[src/rtl/alu_op_sequencer_pkg.sv]
// Shared types and constants for the ALU op sequencer: state encoding, opcodes,
// error codes and instruction-register field positions.
package seq_pkg;

    localparam int unsigned NumRegs        = 16;
    localparam int unsigned RegW           = 4;
    localparam int unsigned OpcW           = 5;
    localparam int unsigned WaitMaxDefault = 15;

    // IR field positions: [31:27] opcode, [26:23] Ra, [22:19] Rb, [18:15] Rc
    localparam int unsigned OpcMsb = 31;
    localparam int unsigned OpcLsb = 27;
    localparam int unsigned RaLsb  = 23;
    localparam int unsigned RbLsb  = 19;
    localparam int unsigned RcLsb  = 15;

    typedef enum logic [3:0] {
        StIdle,
        StT0,
        StT1,
        StT2,
        StT3,
        StT4,
        StT5,
        StT6,
        StDone
    } state_e;

    localparam logic [OpcW-1:0] OpAdd = 5'b00011;
    localparam logic [OpcW-1:0] OpSub = 5'b00100;
    localparam logic [OpcW-1:0] OpAnd = 5'b00101;
    localparam logic [OpcW-1:0] OpOr  = 5'b00110;
    localparam logic [OpcW-1:0] OpShr = 5'b00111;
    localparam logic [OpcW-1:0] OpShl = 5'b01000;
    localparam logic [OpcW-1:0] OpRor = 5'b01001;
    localparam logic [OpcW-1:0] OpRol = 5'b01010;
    localparam logic [OpcW-1:0] OpMul = 5'b01111;
    localparam logic [OpcW-1:0] OpDiv = 5'b10000;
    localparam logic [OpcW-1:0] OpNeg = 5'b10001;
    localparam logic [OpcW-1:0] OpNot = 5'b10010;

    localparam logic [1:0] ErrOk      = 2'b00;
    localparam logic [1:0] ErrIllegal = 2'b01;
    localparam logic [1:0] ErrTimeout = 2'b10;

    function automatic logic [RegW-1:0] reg_field(input logic [31:0] word,
                                                  input int unsigned lsb);
        return word[lsb +: RegW];
    endfunction

endpackage

[src/rtl/alu_op_sequencer_decode.sv]
// Opcode classifier: legality, single-operand flag and HI/LO writeback flag.
// mul/div are only recognised when SEQ_HILO_EN is defined.
module seq_decode
    import seq_pkg::*;
(
    input  logic [OpcW-1:0] opcode,
    output logic            legal,
    output logic            one_operand,
    output logic            hilo
);

    always_comb begin
        legal       = 1'b0;
        one_operand = 1'b0;
        hilo        = 1'b0;
        case (opcode)
            OpAdd, OpSub, OpAnd, OpOr, OpShr, OpShl, OpRor, OpRol: begin
                legal = 1'b1;
            end
            OpNeg, OpNot: begin
                legal       = 1'b1;
                one_operand = 1'b1;
            end
`ifdef SEQ_HILO_EN
            OpMul, OpDiv: begin
                legal = 1'b1;
                hilo  = 1'b1;
            end
`endif
            default: ;
        endcase
    end

endmodule

[src/rtl/alu_op_sequencer.sv]
// Moore control-step sequencer: fetch one instruction, then run Ra <= Rb op Rc in T0..T5.
// Define SEQ_HILO_EN to add mul/div with LO written in T5 and HI in an extra T6.
module alu_op_sequencer
    import seq_pkg::*;
#(
    parameter int unsigned WaitMax = WaitMaxDefault
) (
    input  logic            clk,
    input  logic            Clear,
    input  logic            start,
    input  logic            mem_ack,
    input  logic [31:0]     ir,
    output logic            PCout,
    output logic            IncPC,
    output logic            MARin,
    output logic            Zin,
    output logic            Zlowout,
    output logic            Zhiout,
    output logic            PCin,
    output logic            Read,
    output logic            MDRin,
    output logic            MDRout,
    output logic            IRin,
    output logic            Yin,
    output logic            HIin,
    output logic            LOin,
    output logic            rout_en,
    output logic [3:0]      rout_sel,
    output logic            rin_en,
    output logic [3:0]      rin_sel,
    output logic [OpcW-1:0] alu_op,
    output logic            busy,
    output logic            done,
    output logic [1:0]      err
);

    localparam int unsigned CntW = (WaitMax > 1) ? $clog2(WaitMax + 1) : 1;

    state_e          state_q, state_d;
    logic [CntW-1:0] wait_cnt_q, wait_cnt_d;
    logic [1:0]      err_q, err_d;

    logic [OpcW-1:0] opcode;
    logic [RegW-1:0] field_ra, field_rb, field_rc;
    logic            op_legal, op_one_operand, op_hilo;
    logic            unused_ir;

    assign opcode    = ir[OpcMsb:OpcLsb];
    assign field_ra  = reg_field(ir, RaLsb);
    assign field_rb  = reg_field(ir, RbLsb);
    assign field_rc  = reg_field(ir, RcLsb);
    assign unused_ir = ^ir[RcLsb-1:0];

    seq_decode u_decode (
        .opcode      (opcode),
        .legal       (op_legal),
        .one_operand (op_one_operand),
        .hilo        (op_hilo)
    );

    always_ff @(posedge clk) begin
        if (Clear) begin
            state_q    <= StIdle;
            wait_cnt_q <= '0;
            err_q      <= ErrOk;
        end else begin
            state_q    <= state_d;
            wait_cnt_q <= wait_cnt_d;
            err_q      <= err_d;
        end
    end

    always_comb begin
        state_d    = state_q;
        wait_cnt_d = wait_cnt_q;
        err_d      = err_q;
        case (state_q)
            StIdle: begin
                if (start) begin
                    state_d = StT0;
                    err_d   = ErrOk;
                end
            end
            StT0: begin
                state_d    = StT1;
                wait_cnt_d = '0;
            end
            StT1: begin
                // mem_ack on the final allowed wait cycle still wins over the timeout
                if (mem_ack) begin
                    state_d    = StT2;
                    wait_cnt_d = '0;
                end else if (wait_cnt_q == CntW'(WaitMax - 1)) begin
                    state_d    = StIdle;
                    err_d      = ErrTimeout;
                    wait_cnt_d = '0;
                end else begin
                    wait_cnt_d = wait_cnt_q + CntW'(1);
                end
            end
            StT2: state_d = StT3;
            StT3: begin
                if (op_legal) begin
                    state_d = StT4;
                end else begin
                    state_d = StIdle;
                    err_d   = ErrIllegal;
                end
            end
            StT4: state_d = StT5;
            StT5: state_d = op_hilo ? StT6 : StDone;
            StT6: state_d = StDone;
            StDone: state_d = StIdle;
            default: state_d = StIdle;
        endcase
    end

    always_comb begin
        PCout    = 1'b0;
        IncPC    = 1'b0;
        MARin    = 1'b0;
        Zin      = 1'b0;
        Zlowout  = 1'b0;
        Zhiout   = 1'b0;
        PCin     = 1'b0;
        Read     = 1'b0;
        MDRin    = 1'b0;
        MDRout   = 1'b0;
        IRin     = 1'b0;
        Yin      = 1'b0;
        HIin     = 1'b0;
        LOin     = 1'b0;
        rout_en  = 1'b0;
        rout_sel = '0;
        rin_en   = 1'b0;
        rin_sel  = '0;
        alu_op   = '0;
        done     = 1'b0;
        busy     = (state_q != StIdle);
        case (state_q)
            StT0: begin
                PCout = 1'b1;
                MARin = 1'b1;
                IncPC = 1'b1;
                Zin   = 1'b1;
            end
            StT1: begin
                Zlowout = 1'b1;
                PCin    = 1'b1;
                Read    = 1'b1;
                MDRin   = 1'b1;
            end
            StT2: begin
                MDRout = 1'b1;
                IRin   = 1'b1;
            end
            StT3: begin
                if (op_legal) begin
                    rout_en  = 1'b1;
                    rout_sel = field_rb;
                    Yin      = 1'b1;
                end
            end
            StT4: begin
                rout_en  = 1'b1;
                rout_sel = op_one_operand ? field_rb : field_rc;
                alu_op   = opcode;
                Zin      = 1'b1;
            end
            StT5: begin
                Zlowout = 1'b1;
                if (op_hilo) begin
                    LOin = 1'b1;
                end else begin
                    rin_en  = 1'b1;
                    rin_sel = field_ra;
                end
            end
            StT6: begin
`ifdef SEQ_HILO_EN
                Zhiout = 1'b1;
                HIin   = 1'b1;
`endif
            end
            StDone: done = 1'b1;
            default: ;
        endcase
    end

    assign err = err_q;

endmodule

[config.mk]
export PLATFORM = sky130hd
export DESIGN_NAME = alu_op_sequencer
export DESIGN_NICKNAME = d
export VERILOG_FILES = /design/src/rtl/alu_op_sequencer_pkg.sv /design/src/rtl/alu_op_sequencer_decode.sv /design/src/rtl/alu_op_sequencer.sv
export SDC_FILE = /design/constraint.sdc
export NUM_CORES = 1
export LEC_CHECK = 0
export CORE_UTILIZATION = 34
export DETAILED_ROUTE_END_ITERATION = 7
export MAX_ROUTING_LAYER = met4
export PLACE_DENSITY = 0.91
export SLEW_MARGIN = 0
export SYNTH_ARGS = -nofsm -noshare
export SYNTH_HDL_FRONTEND = slang
export SYNTH_HIERARCHICAL = 1
export SYNTH_SLANG_ARGS = --single-unit
[constraint.sdc]
create_clock -name clk -period 2.3 [get_ports clk]
set_input_delay 0.345 -clock clk [delete_from_list [all_inputs] [get_ports clk]]
set_output_delay 0.345 -clock clk [all_outputs]
set_load 0.05 [all_outputs]
==> out/results.ini, run 1 <==
[worst_setup_path]
worstSetupPathType=in -> out
crit_path_start_kind=input pin
path_max_fanout=4
cp-end-kind=output pin
crit_required_ns=1.96
worstPathArrival_ns=1.84

[timing]
fin_crit_sh=0.949
fmax_mhz=458
worst_pin_slew_ns=0.508
drv_slew=0
tns_ns=0
fin_crit_ns=2.18
maxSlewHeadroom=0.662
setup-violations-final=0
skew_ns=0.00523
hold-worst-slack_ns=0.485
hold_violations=0
timing.final.ws_setup_ns=0.116
rsz0062_at_grt=false

[finish]
fin_util=0.679
finalInstanceArea_mm2=0.00170
antennaDiodeCount=0
drive_gt1_frac=0.326
nNetsFinal=214
fin_cells=205
fillers=188
areaGrowthSynthToFinish_pct=85.9

[grt]
grt_pass1_wl_um=3980
track_usage=0.189
gr-total-overflow=0
antenna_found_initial=0
grt_max_degree=19
grt_pass1_vias=951

[clock_tree]
path_clk_slew_ns=0.07
cts_hold_repair.buffers=0
post-cts-setup-buffers=0
clock_latency_ns=0.27
cts_tree=yes
root_buffer=clkbuf_4
clockBufferDepth=2
htree_levels=1
cts_sinks=10
cts-buffers-inserted=3

[detailed_routing]
ant_nets=0
vias=1079
wl_um=2660
drt-pass1-iter-count=4
vias_per_cell=5.26
drc_errors=0
wl_per_cell_um=13.0
drt_iter0_drc=23

[synth]
synth-main-ff-cell=dfxtp_1
yosysSeqAreaShare=0.219
ys_types=38
synthTopCellsByArea=dfxtp_1 22%, buf_4 7.4%, and2_1 6.8%
yosysTopAreaCell=dfxtp_1
syn_avg_cell_area_um2=7.31
synthArstFlopShare=0
ys_ff_latch=10
synthCells=125
synth_edf_count=0
synthTopCellsByCount=10 x and2_1, 10 x dfxtp_1, 10 x nand2_1, 10 x nor2_1, 9 x buf_4
yosysTopAreaCellShare=0.219
syn_area_um2=913
synth_warnings=6

[power]
switching_share=0.441
p_leak_nw=0.763
intPower_uw=477
clkPwrFrac=0.184
combPwrFrac=0.586
seq_power_share=0.230
power_uw=854
switchingPower_uw=377
ir_drop_v=0.000547
power_density_mw_per_mm2=503

[die]
die_h_um=53.8
io_pins=69
dieArea_mm2=0.00290
row_count=18
start_util=0.365
die_w_um=53.8
coreArea_mm2=0.00250

[job]
drv_cap=0

[placed_design]
preCtsSetupSlack_ns=-0.166
place_area_mm2=0.00162
dp_cells=201
gp_congestion=0.829
hpwl_um=2150
io_buffers=50

[hold_path]
hold_path_class=reg -> reg

[outcome]
status=finished, final reports clean

==> placed cells by master (no fill, tap or decap), types with 2 or more instances in the layout <==
cell type,instances
and2_1,6
clkdlybuf4s50_1,17
nor2b_1,5
clkbuf_4,3
conb_1,3
buf_4,16
nand2_1,9
dfxtp_1,10
dlygate4sd2_1,4
a2bb2oi_1,2
ha_1,2
inv_1,5
or3_1,2
a211oi_1,2
dlymetal6s2s_1,3
o21ai_0,5
and3_1,3
nor2_1,9
nand3_1,2
and2_2,4
a22o_1,4
or3_4,2
o22ai_1,2
nand2b_1,2
or4_1,2
a21oi_1,7
buf_12,19
nor3_1,3
==> flip-flops by register name, summed over array words and instances (netlist names) <==
signal,cells
err,2
state_q,4
wait_cnt_q,4
==> final timing paths <==
path | start | endpoint | slack, ns | depth (start not counted)
max | ir[28] | rout_sel[2] | 0.12 | 8
min | err[0] | err[0] | 0.49 | 2
max reg2reg | state_q[0] | wait_cnt_q[3] | 0.22 | 4
min reg2reg | err[0] | err[0] | 0.49 | 2
==> kinds of logic (layout without fill, tap and decap cells) <==
family	Yosys count	count (layout)	share of synthesized area
AND/OR/NAND/NOR	63	63	0.411
flip-flops	10	10	0.219
AO/OA/AOI/OAI	26	26	0.188
multiplexers	1	1	0.0123
adder cells (fa/ha/maj)	2	2	0.0274
buffers and inverters	19	68	0.115
other	2	3	0.00822
XOR/XNOR	2	2	0.0192
==> what timing repair did <==
| action | CTS | global route |
|---|---|---|
| setup endpoints to repair | 6 | 6 |
| gates resized for setup | 8 | 6 |
| pin swaps | 1 | 0 |
==> critical path: stages <==
cell and delay, ns:
dlygate4sd2_1 0.28, xnor2_2 0.18, nor4b_2 0.07, or3_4 0.40, nand3_2 0.09, nand2_2 0.07, a22o_1 0.24, buf_12 0.16
==> metal layers <==
layer | wire length, um | part of all wire | global-route usage | up-vias
li1 | - | - | - | 533
met1 | 989 | 0.37 | 0.190 | 507
met2 | 1520 | 0.57 | 0.377 | 39
met3 | 144 | 0.054 | 0.0367 | 0
met4 | 0 | 0 | 0.0263 | 0
met5 | 0 | 0 | - | -
==> power by group through the flow <==
stage	Sequential (mW)	Clock (mW)	Combinational, mW
global route	0.198	0.169	0.530
detailed placement	0.200	0	0.493
global placement	0.199	0	0.480
CTS	0.196	0.162	0.496
floorplan	0.202	0	0.331
finish	0.197	0.157	0.500
==> cell type report <==
type                       instances  area, um^2  area share
timing repair buffer              59         743       0.438
multi-input combinational         97         662       0.390
tap                               30        37.5      0.0221
clock buffer                       4        36.3      0.0214
sequential                        10         200       0.118
inverter                           5        18.8      0.0111
Note: power is estimated with default switching activity, not from simulation.
==> run 2: changes to the inputs <==
--- a/config.mk
+++ b/config.mk
@@ -5,6 +5,7 @@
 export SDC_FILE = /design/constraint.sdc
 export NUM_CORES = 1
 export LEC_CHECK = 0
+export CORE_MARGIN = 5
 export CORE_UTILIZATION = 34
 export DETAILED_ROUTE_END_ITERATION = 7
 export MAX_ROUTING_LAYER = met4
==> out/results.ini, run 2 (synthesized netlist as in run 1, its figures left out) <==
[grt]
grt_pass1_vias=1124
track_usage=0.176
grt_max_degree=19
antenna_found_initial=0
gr-total-overflow=0
grt_pass1_wl_um=4830

[worst_setup_path]
cp-end-kind=output pin
critPathMaxStageDelay_ns=0.39
worstSetupPathType=in -> out
cp_slowest_cell=or3_4
path_max_fanout=4
crit_required_ns=1.96
crit_path_start_kind=input pin
worstPathArrival_ns=1.83
path_cells=dlygate4sd2_1, xnor2_2, nor4b_2, or3_4, nand3_2, nand2_2, a22o_1, buf_12

[power]
switching_share=0.448
intPower_uw=475
clkPwrFrac=0.188
combPwrFrac=0.584
p_leak_nw=0.758
switchingPower_uw=385
power_density_mw_per_mm2=509
seq_power_share=0.229
ir_drop_v=0.000521

[die]
row_count=18
die_w_um=61.8
die_h_um=61.8
coreArea_mm2=0.00252
io_pins=69
dieArea_mm2=0.00382
start_util=0.362

[clock_tree]
htree_levels=1
clockBufferDepth=2
cts_sinks=10
cts_hold_repair.buffers=0
post-cts-setup-buffers=0
path_clk_slew_ns=0.07
root_buffer=clkbuf_4
cts_tree=yes
cts-buffers-inserted=3
clock_latency_ns=0.27

[placed_design]
dp_cells=200
io_buffers=50
hpwl_um=2450
gp_congestion=0.859

[timing]
skew_ns=0.00217
setup-violations-final=0
hold-worst-slack_ns=0.480
fin_crit_ns=2.17
maxSlewHeadroom=0.665
worst_pin_slew_ns=0.502
fin_crit_sh=0.945
drv_slew=0
fmax_mhz=460
hold_violations=0

[hold_path]
hold_path_class=reg -> reg

[detailed_routing]
drt-pass1-iter-count=4
drt_iter0_drc=49
wl_per_cell_um=15.4
drc_errors=0
wl_um=3130
vias=1075
ant_nets=0
vias_per_cell=5.27

[outcome]
status=finished, final reports clean

[finish]
areaGrowthSynthToFinish_pct=84.7
drive_gt1_frac=0.322
nNetsFinal=213
antennaDiodeCount=0
fin_cells=204
final_cell_mix=19 x buf_12, 17 x clkdlybuf4s50_1, 15 x buf_4, 10 x dfxtp_1
layout_commonest_cell=buf_12
fin_util=0.669

[job]
drv_cap=0

run 2: changes by cell type in the layout (fill, tap and decap cells not counted):
| cell | change |
|---|---|
| nor2b_4 | +1 |
| nor4bb_2 | +1 |
| buf_4 | -1 |
| nor2b_2 | -1 |
| nor4bb_4 | -1 |
run 2: worst paths after layout:
path | from | to | slack [ns] | cells after the start
worst max-delay path | ir[28] | rout_sel[2] | 0.13 | 8
worst min-delay path | err[1] | err[1] | 0.48 | 2
worst min register to register | err[1] | err[1] | 0.48 | 2
worst max register to register | state_q[0] | wait_cnt_q[3] | 0.16 | 4
run 2: cell type report:
class,count,area [um^2]
multi-input cells,97,658
clock buffers,4,36.3
well taps,30,37.5
repair buffers,58,736
inverters,5,18.8
flip-flops and latches,10,200
fillers,188,836
run 2: critical path, delay by kind of cell:
| family | cells | cell delay (ns) |
|---|---|---|
| xor gates and xnor gates | 1 | 0.18 |
| buffers and inverters | 2 | 0.43 |
| AOI/OAI and AO/OA | 1 | 0.24 |
| and+or+nand+nor | 4 | 0.63 |
run 2: layer usage:
metal	vias up	track usage	routed length (um)
li1	532	-	-
met2	39	0.312	1790
met3	6	0.0351	170
met5	-	-	0
met1	498	0.177	1120
met4	0	0.106	53
run 2: per-stage QoR:
step | total power [mW] | setup TNS (ns) | worst slack (ns) | instance area [um^2]
after floorplan | 0.533 | -0.647 | -0.333 | 930
after global placement | 0.681 | -0.437 | -0.0948 | 1610
after detailed placement | 0.692 | -1.01 | -0.194 | 1610
after CTS | 0.859 | 0 | 0.0175 | 1670
after global routing | 0.905 | -0.109 | -0.0347 | 1690
final | 0.859 | 0 | 0.126 | 1690
run 2: repair_timing:
| action | in CTS | in global routing |
|---|---|---|
| cloned | 0 | 0 |
| gates resized for setup | 9 | 5 |
| endpoints found under the setup margin | 6 | 6 |
| pin swaps | 1 | 0 |
run 2: power groups by stage:
stage / Sequential [mW] / Combinational (mW) / Clock, mW
final: 0.196 / 0.502 / 0.161
after detailed placement: 0.200 / 0.492 / 0
after CTS: 0.196 / 0.499 / 0.165
after floorplan: 0.202 / 0.331 / 0
after global placement: 0.199 / 0.482 / 0
after global routing: 0.198 / 0.530 / 0.176
